===== config.mk =====
export PLATFORM = sky130hd
export DESIGN_NAME = hazard_controller
export DESIGN_NICKNAME = d
export VERILOG_FILES = /design/src/rtl/pipeline_ctrl_pkg.sv /design/src/rtl/sat_counter.sv /design/src/rtl/hazard_controller.sv
export SDC_FILE = /design/constraint.sdc
export NUM_CORES = 1
export LEC_CHECK = 0
export CORE_MARGIN = 5
export CORE_UTILIZATION = 47
export CTS_BUF_LIST = sky130_fd_sc_hd__clkbuf_4
export DETAILED_ROUTE_END_ITERATION = 7
export GPL_ROUTABILITY_DRIVEN = 1
export PLACE_DENSITY = 0.89
export SYNTH_ARGS = -nofsm -noshare
export SYNTH_HDL_FRONTEND = slang
export SYNTH_SLANG_ARGS = --single-unit

===== constraint.sdc =====
create_clock -name clk -period 3.15 [get_ports clk]
set_input_delay 0.63 -clock clk [delete_from_list [all_inputs] [get_ports clk]]
set_output_delay 0.63 -clock clk [all_outputs]
set_load 0.05 [all_outputs]

===== src/rtl/pipeline_ctrl_pkg.sv =====
// Shared pipeline-control definitions: FSM state encoding, field widths and
// the load-use match helper used by the hazard controller.
package pipeline_ctrl_pkg;

  localparam int unsigned REG_IDX_W = 5;
  localparam int unsigned PERF_W    = 32;

  typedef enum logic [1:0] {
    ST_RUN      = 2'd0,
    ST_MEM_WAIT = 2'd1,
    ST_HALT     = 2'd2
  } hz_state_e;

  // True when a load in EX writes a non-zero register that the ID instruction reads.
  function automatic logic load_use_hit(
    input logic                 ex_mem_read,
    input logic [REG_IDX_W-1:0] ex_rd,
    input logic [REG_IDX_W-1:0] id_rs1,
    input logic                 id_uses_rs1,
    input logic [REG_IDX_W-1:0] id_rs2,
    input logic                 id_uses_rs2
  );
    return ex_mem_read && (ex_rd != '0) &&
           ((id_uses_rs1 && (ex_rd == id_rs1)) ||
            (id_uses_rs2 && (ex_rd == id_rs2)));
  endfunction

endpackage


===== src/rtl/sat_counter.sv =====
// Saturating up-counter with enable and asynchronous active-low clear.
// Ports: clk, rst_n (async clear), en_i (count this cycle), cnt_o (value).
module sat_counter #(
  parameter int unsigned W = 32
) (
  input  logic         clk,
  input  logic         rst_n,
  input  logic         en_i,
  output logic [W-1:0] cnt_o
);

  logic [W-1:0] cnt_q;
  logic [W-1:0] cnt_d;

  // Hold at all-ones instead of wrapping.
  always_comb begin
    cnt_d = cnt_q;
    if (en_i && (cnt_q != '1)) begin
      cnt_d = cnt_q + W'(1);
    end
  end

  always_ff @(posedge clk or negedge rst_n) begin
    if (!rst_n) begin
      cnt_q <= '0;
    end else begin
      cnt_q <= cnt_d;
    end
  end

  assign cnt_o = cnt_q;

endmodule


===== src/rtl/hazard_controller.sv =====
// Stall/flush sequencer for the 5-stage pipeline: resolves load-use hazards,
// taken branches in EX and multi-cycle data-memory accesses, with a watchdog
// that halts the core when a memory access hangs.
// Ports:
//   clk, rst_n                      clock, async active-low reset
//   ID_Rs1/ID_Rs2, ID_UsesRs1/2     ID source registers and their use flags
//   EX_Rd, EX_MemRead               EX destination and load flag
//   EX_BranchTaken                  taken branch/jump redirect in EX
//   MEM_MemReq, MEM_MemReady        outstanding data access / completion
//   PC_Write .. EX_MEM_Write        pipeline register advance enables (comb)
//   IF_ID_Flush, ID_EX_Flush        bubble insertion (comb)
//   MEM_WB_Bubble                   bubble into MEM/WB (comb)
//   MemTimeout, Halted              registered watchdog status
// Optional feature: define HAZARD_PERF_CNT_EN to add the StallCycles,
// FlushCount and LoadUseCount saturating performance counters.
module hazard_controller
  import pipeline_ctrl_pkg::*;
#(
  parameter int unsigned MEM_TIMEOUT = 255,
  parameter int unsigned CNT_W       = 8
) (
  input  logic                 clk,
  input  logic                 rst_n,
  input  logic [REG_IDX_W-1:0] ID_Rs1,
  input  logic [REG_IDX_W-1:0] ID_Rs2,
  input  logic                 ID_UsesRs1,
  input  logic                 ID_UsesRs2,
  input  logic [REG_IDX_W-1:0] EX_Rd,
  input  logic                 EX_MemRead,
  input  logic                 EX_BranchTaken,
  input  logic                 MEM_MemReq,
  input  logic                 MEM_MemReady,
  output logic                 PC_Write,
  output logic                 IF_ID_Write,
  output logic                 ID_EX_Write,
  output logic                 EX_MEM_Write,
  output logic                 IF_ID_Flush,
  output logic                 ID_EX_Flush,
  output logic                 MEM_WB_Bubble,
  output logic                 MemTimeout,
  output logic                 Halted
`ifdef HAZARD_PERF_CNT_EN
  ,
  output logic [PERF_W-1:0]    StallCycles,
  output logic [PERF_W-1:0]    FlushCount,
  output logic [PERF_W-1:0]    LoadUseCount
`endif
);

  hz_state_e        state_q, state_d;
  logic [CNT_W-1:0] wait_cnt_q, wait_cnt_d;
  logic             mem_timeout_q;
  logic             halted_q;
  logic             mem_stall;
  logic             load_use;

  assign mem_stall = MEM_MemReq && !MEM_MemReady;
  assign load_use  = load_use_hit(EX_MemRead, EX_Rd, ID_Rs1, ID_UsesRs1,
                                  ID_Rs2, ID_UsesRs2);

  // Next state, wait counter and same-cycle pipeline control.
  always_comb begin
    state_d       = state_q;
    wait_cnt_d    = wait_cnt_q;
    PC_Write      = 1'b1;
    IF_ID_Write   = 1'b1;
    ID_EX_Write   = 1'b1;
    EX_MEM_Write  = 1'b1;
    IF_ID_Flush   = 1'b0;
    ID_EX_Flush   = 1'b0;
    MEM_WB_Bubble = 1'b0;

    case (state_q)
      ST_HALT: begin
        PC_Write      = 1'b0;
        IF_ID_Write   = 1'b0;
        ID_EX_Write   = 1'b0;
        EX_MEM_Write  = 1'b0;
        MEM_WB_Bubble = 1'b1;
      end
      default: begin
        if (mem_stall) begin
          // Freeze everything up to EX/MEM; a branch in EX stays put and
          // issues its flush in the release cycle.
          PC_Write      = 1'b0;
          IF_ID_Write   = 1'b0;
          ID_EX_Write   = 1'b0;
          EX_MEM_Write  = 1'b0;
          MEM_WB_Bubble = 1'b1;
          if (wait_cnt_q == CNT_W'(MEM_TIMEOUT)) begin
            state_d = ST_HALT;
          end else begin
            state_d    = ST_MEM_WAIT;
            wait_cnt_d = wait_cnt_q + CNT_W'(1);
          end
        end else begin
          state_d    = ST_RUN;
          wait_cnt_d = '0;
          if (EX_BranchTaken) begin
            IF_ID_Flush = 1'b1;
            ID_EX_Flush = 1'b1;
          end else if (load_use) begin
            PC_Write    = 1'b0;
            IF_ID_Write = 1'b0;
            ID_EX_Flush = 1'b1;
          end
        end
      end
    endcase

    // Pipeline is held idle while reset is asserted.
    if (!rst_n) begin
      PC_Write      = 1'b0;
      IF_ID_Write   = 1'b0;
      ID_EX_Write   = 1'b0;
      EX_MEM_Write  = 1'b0;
      IF_ID_Flush   = 1'b0;
      ID_EX_Flush   = 1'b0;
      MEM_WB_Bubble = 1'b0;
    end
  end

  // State, wait counter and watchdog status registers.
  always_ff @(posedge clk or negedge rst_n) begin
    if (!rst_n) begin
      state_q       <= ST_RUN;
      wait_cnt_q    <= '0;
      mem_timeout_q <= 1'b0;
      halted_q      <= 1'b0;
    end else begin
      state_q       <= state_d;
      wait_cnt_q    <= wait_cnt_d;
      mem_timeout_q <= mem_timeout_q || (state_d == ST_HALT);
      halted_q      <= (state_d == ST_HALT);
    end
  end

  assign MemTimeout = mem_timeout_q;
  assign Halted     = halted_q;

`ifdef HAZARD_PERF_CNT_EN
  logic perf_live;
  logic stall_any;

  // Counters freeze once halted; IF_ID_Flush is only ever raised by a branch.
  assign perf_live = (state_q != ST_HALT);
  assign stall_any = !(PC_Write && IF_ID_Write && ID_EX_Write && EX_MEM_Write);

  sat_counter #(.W(PERF_W)) u_stall_cnt (
    .clk   (clk),
    .rst_n (rst_n),
    .en_i  (perf_live && stall_any),
    .cnt_o (StallCycles)
  );

  sat_counter #(.W(PERF_W)) u_flush_cnt (
    .clk   (clk),
    .rst_n (rst_n),
    .en_i  (perf_live && IF_ID_Flush),
    .cnt_o (FlushCount)
  );

  sat_counter #(.W(PERF_W)) u_load_use_cnt (
    .clk   (clk),
    .rst_n (rst_n),
    .en_i  (perf_live && ID_EX_Flush && !IF_ID_Flush),
    .cnt_o (LoadUseCount)
  );
`endif

endmodule

-- After elaboration in Yosys (flattened, before gate mapping)
Cells that the tools add are included.
- input bits: 23
- logic and storage cells: 47
- output and inout port bits: 9
- bits in registers: 12
- reductions and logical operators: 10
- bitwise logic cells: 1
- $add $sub $neg: 1
- mux-type cells: 25
- equality and inequality tests: 6
- operators with widths (kind ; count):
    $mux W1 ; 20
    $mux W8 ; 2
    $eq A5 B5 Y1 ; 2
    $add A8 B1 Y8 const B ; 1
    $eq A8 B8 Y1 const B ; 1
    $mux W2 ; 3
    $logic_and A1 B1 Y1 ; 5
    $reduce_bool A5 Y1 ; 1
    $eq A2 B2 Y1 const B ; 2
    $logic_or A1 B1 Y1 ; 2
    $ne A2 B2 Y1 const B ; 1
    $reduce_and A2 Y1 ; 1
    $logic_not A1 Y1 ; 1
    $not A1 Y1 ; 1

-- Longest topological paths before layout
Gate-level depths: netlist of run 1.
- word-level depth: 9
- depth in mapped cells: 5
- depth with buffers taken out: 5

-- Least setup slack after synthesis of run 1
No wires, ideal clock.
- path kind: input -> output
- start point: input port EX_Rd[3]
- end point: output port ID_EX_Flush
- buffers on the path: 0
- data required time: 2520 ps
- data arrival time: 2395 ps
- cell stages on the path: 4
- setup slack: 125 ps
- path through: xor2_1 > nor4_1 > a32oi_1 > o31ai_1
- cells in the longest elaborated chain, start to end: 9
- elaborated cells between the ends (all ways): 13
- those cells by class: eq/ne: 2; mux: 5; reduce/logical: 6
- RTL lines (element ; RTL line ; source):
    start, declared ; hazard_controller.sv:28 ; input logic [REG_IDX_W-1:0] EX_Rd,
    $eq A5 B5 Y1 (on tied branches) ; pipeline_ctrl_pkg.sv:24, pipeline_ctrl_pkg.sv:25 ;
    $logic_and A1 B1 Y1 (on tied branches) ; pipeline_ctrl_pkg.sv:24, pipeline_ctrl_pkg.sv:25 ;
    $logic_or A1 B1 Y1 ; pipeline_ctrl_pkg.sv:24 ; ((id_uses_rs1 && (ex_rd == id_rs1)) ||
    $logic_and A1 B1 Y1 * ; pipeline_ctrl_pkg.sv:23 ; return ex_mem_read && (ex_rd != '0) &&
    $mux W1 * ; hazard_controller.sv:102 ; end else if (load_use) begin
    $mux W1 * ; hazard_controller.sv:99 ; if (EX_BranchTaken) begin
    $mux W1 * ; hazard_controller.sv:82 ; if (mem_stall) begin
    $mux W1 * ; hazard_controller.sv:73 ; case (state_q)
    $mux W1 * ; hazard_controller.sv:112 ; if (!rst_n) begin
    end, declared ; hazard_controller.sv:38 ; output logic ID_EX_Flush,
Mark *: on every way between the ends. The rest lies on a longest branch, timed or not.

-- Final worst setup path of run 1
Ends and elaborated chain as after synthesis.

==> flow_summary.yaml, run 1 <==
synthesis:
  avgSynthCellArea_um2: 9.88
  syn_inst: 78
  ys.warnings.count: 0
  syn_nets: 102
  ys_types: 33
  synth_seq_cells: 12
  synth-edff-count: 0
  async_flop_share_pct: 100
  ys_seq_area_share_pct: 39.0
  yosys_most_used_dff: "dfrtp_1"
  syn_area_um2: 771
pwr:
  p_int_uw: 258
  combPwrFrac_pct: 29.4
  p_leak_nw: 0.531
  switching_share_pct: 27.3
  powerDensity_mw_per_mm2: 298
  total_power_uw: 354
  ir_drop_v: 0.000268
  clockPowerShare_pct: 26.2
  p_switching_uw: 96.6
  seqPwrFrac_pct: 44.4
final_layout:
  finalNetCount: 137
  syn2layout_area_growth_pct: 54.4
  seq_area_um2: 300
  antenna_cells: 0
  multi_input_area_um2: 444
  fin_util_pct: 78.1
  stdcell_count: 128
  n_fill_cell: 100
  final_cell_mix: "clkdlybuf4s50_1, dfrtp_1, nand2_1, xor2_1, buf_12"
  final_common_cell: "clkdlybuf4s50_1"
  final_area_mm2: 0.00119
  final_layout_size_suffix_gt1_share_pct: 16.1
sta:
  worst_pin_slew_ps: 507
  tns_ps: 0
  final-max-slew-violation-count: 0
  slew_headroom_pct: 66.1
  setup_viol: 0
  hold_viol_final: 0
  finalCriticalPeriod_ps: 2990
  fmax_ghz: 0.334
  fin_crit_sh_pct: 95.0
  fin_skew_ps: 3.84
  rsz0062_at_grt: "no"
worst_setup_path:
  path_max_fanout: 3
  cp.arrival_ps: 2360
  r2r-end: "wait_cnt_q[2]"
  path_cells: "clkdlybuf4s50_1, xor2_1, nor4_1, a32oi_1, o31ai_1, buf_12"
  worst-r2r-setup-slack_ps: 1480
  crit_required_ps: 2520
  cp_slowest_stage_delay_ps: 470
  critical_path_buf_inv_count: 2
  crit_slowest_cell: "clkdlybuf4s50_1"
  critical-path-top-delay-family: "buffers and inverters"
  endpoint_kind: "primary output"
  reg2reg_from: "wait_cnt_q[0]"
  worstSetupStartpointType: "input port"
  path_class: "in -> out"
  r2r_cells: 5
grt:
  grt_pass1_wl_mm: 3.39
  grt_max_degree: 14
  grt_usage_pct: 17.2
  overflow: 0
  grt_pass1_vias: 721
  antenna_found_initial: 0
floorplan:
  dieHeight_um: 50.5
  num_rows: 14
  start_util_pct: 50.6
  core_mm2: 0.00152
  dieWidth_um: 50.5
  dieArea_mm2: 0.00255
  ios: 32
route:
  ant_nets: 0
  num_vias: 739
  wirelength_mm: 2.03
  first_iter_violations: 32
  drc_errors: 0
  wl_per_cell_um: 15.8
  viasPerCell: 5.77
  firstDrtPassIters: 4
run:
  drv_cap: 0
place:
  dp_hpwl_mm: 1.73
  placed_area_mm2: 0.00116
  gp_congestion: 0.863
  port_buffers: 31
  dp_cells: 124
worst_hold_path:
  hold_class: "reg -> reg"
  min_from: "MemTimeout"
  min_to: "MemTimeout"
  holdPathStages: 1
cts:
  htreeDepth: 1
  clock-root-buffer: "clkbuf_4"
  cts_made_buffers: 3
  cts_tree: "built"
  post_cts_resized: 0
  path_clk_slew_ps: 70
  cts_hold_buffers: 0
  clk_latency_ps: 270
  clock_sinks: 12
  cts.path.max_buffers: 2
  post_cts.repair.setup_buffers: 0
outcome:
  status: "completed"
## stage by stage
step / hold slack, ps / worst slack (ps)
after floorplan: 334 / 125
after global placement: 454 / 179
after detailed placement: 461 / 174
after CTS: 480 / 174
after global routing: 509 / 8.50
final: 476 / 157
## worst reg2reg max path, cell delays in order, from the launching register on
cell and delay [ps]:
dfrtp_1 410, ha_1 240, nand2_1 160, nor3_4 90, or4_2 610, nand3_1 100
## cell type report
type / instances / area share (%)
well taps: 16 / 1.68
repair buffers: 32 / 32.6
clock inverters: 1 / 0.315
clock buffers: 3 / 1.89
multi-input cells: 61 / 37.3
inverters: 3 / 0.946
flip-flops and latches: 12 / 25.2
## how the worst max path moves through the flow
stage,start,end,slack [ps],cells after the start
6_report,EX_Rd[3],ID_EX_Flush,160,6
5_1_grt,EX_Rd[3],ID_EX_Flush,9,6
4_1_cts,EX_Rd[3],ID_EX_Flush,170,6
3_5_place_dp,EX_Rd[3],ID_EX_Flush,170,6
3_3_place_gp,EX_Rd[3],ID_EX_Flush,180,6
2_1_floorplan,EX_Rd[3],ID_EX_Flush,130,4
## sequential cells by signal, indices dropped and copies added, names as in the netlist
name,cells
wait_cnt_q,8
state_q,2
Halted,1
MemTimeout,1
## layer usage
metal | vias up | track usage [%] | part of all wire, %
met5 | - | 0 | 0
met2 | 30 | 27.5 | 49
met1 | 355 | 22.4 | 42
met3 | 0 | 6.51 | 9.0
li1 | 354 | - | -
met4 | 0 | 2.55 | 0
## synthesized netlist by cell type (2+ instances only)
| library cell | n | share of area [%] |
|---|---|---|
| a221o_1 | 3 | 3.9 |
| a22o_1 | 2 | 2.3 |
| nand2b_1 | 2 | 1.6 |
| dfrtp_1 | 12 | 39 |
| xor2_1 | 8 | 9.1 |
| o211ai_1 | 2 | 1.9 |
| nand2_1 | 8 | 3.9 |
| nand3_1 | 5 | 3.2 |
| inv_1 | 3 | 1.5 |
| o21a_1 | 2 | 1.9 |
| or4_1 | 2 | 1.9 |
| a21o_1 | 2 | 1.9 |
| nor4_1 | 4 | 3.2 |
| buf_4 | 2 | 1.9 |
| xnor2_1 | 3 | 3.4 |
## power by group through the flow
stage | logic, mW | clock network (mW) | registers [mW]
2_1_floorplan | 0.0425 | 0 | 0.160
3_3_place_gp | 0.103 | 0 | 0.160
3_5_place_dp | 0.104 | 0 | 0.160
4_1_cts | 0.105 | 0.0972 | 0.157
5_1_grt | 0.110 | 0.106 | 0.158
6_report | 0.104 | 0.0927 | 0.157
## kinds of logic after synthesis
kind of cell               share of synthesized area [%]
AOI/OAI and AO/OA                                   16.9
xor gates and xnor gates                            12.5
adders and majority gates                           1.62
buffers and inverters                               3.41
DFF                                                 39.0
muxes                                               1.46
and+or+nand+nor                                     25.2
(Power assumes the default switching activity.)
==> run 2, diff against run 1 <==
--- a/config.mk
+++ b/config.mk
@@ -5,6 +5,7 @@
 export SDC_FILE = /design/constraint.sdc
 export NUM_CORES = 1
 export LEC_CHECK = 0
+export ABC_CLOCK_PERIOD_IN_PS = 3150
 export CORE_MARGIN = 5
 export CORE_UTILIZATION = 47
 export CTS_BUF_LIST = sky130_fd_sc_hd__clkbuf_4
==> results of run 2 <==
Same layout as run 1: the final DEF is identical, and so are final timing and power.
==> run 3, diff against run 2 <==
--- a/config.mk
+++ b/config.mk
@@ -6,12 +6,14 @@
 export NUM_CORES = 1
 export LEC_CHECK = 0
 export ABC_CLOCK_PERIOD_IN_PS = 3150
-export CORE_MARGIN = 5
+export CAP_MARGIN = 20
+export CORE_MARGIN = 8
 export CORE_UTILIZATION = 47
 export CTS_BUF_LIST = sky130_fd_sc_hd__clkbuf_4
 export DETAILED_ROUTE_END_ITERATION = 7
 export GPL_ROUTABILITY_DRIVEN = 1
 export PLACE_DENSITY = 0.89
+export SETUP_SLACK_MARGIN = 0.15
 export SYNTH_ARGS = -nofsm -noshare
 export SYNTH_HDL_FRONTEND = slang
 export SYNTH_SLANG_ARGS = --single-unit
==> run 3 against run 2 <==
Effect of this change: non-clock buffer count unchanged; combinational power is essentially flat; via count grew 1.1%; wire length grew 3.2%; die area rose by 25%; clock skew down 2.3 ps; utilization up 0.33 points; sequential power about the same; global-route usage decreased by 4.3 points; total power shrank 1.6%; sequential cell count unchanged.
==> flow_summary.yaml, run 3 (synthesis gave the netlist of run 1 again) <==
floorplan:
  ios: 32
  dieWidth_um: 56.5
  core_mm2: 0.00152
  dieArea_mm2: 0.00319
  start_util_pct: 50.6
  dieHeight_um: 56.5
  num_rows: 14
sta:
  final-max-slew-violation-count: 0
  rsz0062_at_grt: "no"
  tns_ps: 0
  finalWorstSetupSlack_ps: 277
  fmax_ghz: 0.348
  worst_pin_slew_ps: 507
  fin_skew_ps: 1.49
  setup_viol: 0
  fin_crit_sh_pct: 91.2
  hold_viol_final: 0
  timing.hold.ws_ps: 478
  slew_headroom_pct: 66.1
  finalCriticalPeriod_ps: 2870
place:
  port_buffers: 31
  dp_hpwl_mm: 1.72
  gp_congestion: 0.801
  dpl_worst_slack_ps: 135
  dp_cells: 124
cts:
  cts_made_buffers: 3
  path_clk_slew_ps: 60
  clock-root-buffer: "clkbuf_4"
  cts.path.max_buffers: 2
  clk_latency_ps: 260
  clock_sinks: 12
  cts_tree: "built"
  cts_hold_buffers: 0
  htreeDepth: 1
pwr:
  p_leak_nw: 0.535
  ir_drop_v: 0.000257
  powerDensity_mw_per_mm2: 292
  total_power_uw: 348
worst_setup_path:
  path_max_fanout: 3
  path_class: "in -> out"
  cp.arrival_ps: 2240
  endpoint_kind: "primary output"
  worstSetupStartpointType: "input port"
  crit_required_ps: 2520
route:
  ant_nets: 0
  wirelength_mm: 2.09
  viasPerCell: 5.88
  wl_per_cell_um: 16.5
  drc_errors: 0
  firstDrtPassIters: 4
  first_iter_violations: 22
  num_vias: 747
final_layout:
  syn2layout_area_growth_pct: 55.0
  final_common_cell: "clkdlybuf4s50_1"
  antenna_cells: 0
  top_register: "wait_cnt_q"
  final_layout_size_suffix_gt1_share_pct: 18.0
  n_fill_cell: 100
  finalNetCount: 137
  largest_reg_flops: 8
  final_cell_mix: "clkdlybuf4s50_1, dfrtp_1, nand2_1, xor2_1, buf_12"
  stdcell_count: 127
  largestRegisters: "wait_cnt_q (8), state_q (2)"
grt:
  grt_max_degree: 14
  grt_pass1_vias: 772
  overflow: 0
  antenna_found_initial: 0
  grt_usage_pct: 12.9
  grt_pass1_wl_mm: 3.42
worst_hold_path:
  hold_class: "reg -> reg"
run:
  drv_cap: 0
outcome:
  status: "completed"
[run 3: cell types whose count changed in the layout (fill, tap and decap cells not counted), sizes merged]
| cell | previous run | this run |
|---|---|---|
| clkdlybuf4s50 | 24 | 22 |
| dlygate4sd2 | 0 | 2 |
| clkinv | 1 | 0 |
[run 3: timing repair]
action | 4_1_cts | 5_1_grt
endpoints found under the setup margin | 2 | 2
cloned | 0 | 0
pin swaps | 3 | 2
buffers inserted | 0 | 0
gates resized for setup | 3 | 1
[run 3: metrics by stage]
stage,utilization [%],instance area (um2)
global placement,76.7,1170
detailed placement,76.7,1170
global route,78.4,1190
floorplan,-,776
finish,78.4,1190
CTS,78.0,1190
[run 3: critical path, cell delays in order]
cell and delay, ps:
clkdlybuf4s50_1 480, or4_1 490, o21ai_1 200, o31a_1 270, buf_12 170
[run 3: final timing paths]
path                                    start            end  slack [ps]  depth (start not counted)
worst max-delay path                 EX_Rd[3]    IF_ID_Write         280                          5
worst min-delay path               MemTimeout     MemTimeout         480                          1
worst max register to register  wait_cnt_q[0]  wait_cnt_q[2]        1430                          5
worst min register to register     MemTimeout     MemTimeout         480                          1
max in group asynchronous               rst_n  wait_cnt_q[2]        2270                          2
min in group asynchronous               rst_n  wait_cnt_q[4]         730                          2
[run 3: power by group]
part | total, mW | switching (mW) | internal (mW)
clock network | 0.0865 | 0.0424 | 0.0441
registers | 0.157 | 0.00160 | 0.156
logic | 0.104 | 0.0488 | 0.0556
[run 3: layout make-up]
type	count	area [um2]	area share, %
Multi-Input combinational cell	61	455	38.1
Timing Repair Buffer	32	385	32.3
Sequential cell	12	300	25.1
Clock buffer	3	22.5	1.88
Tap cell	16	20.0	1.68
Inverter	3	11.3	0.942
[run 3: routing by layer]
layer / routed length (um) / vias up / GRT usage (%)
met3: 219 / 0 / 4.27
met5: 0 / - / 0
met4: 0 / 0 / 3.09
met2: 879 / 42 / 19.7
li1: - / 355 / -
met1: 993 / 350 / 16.8
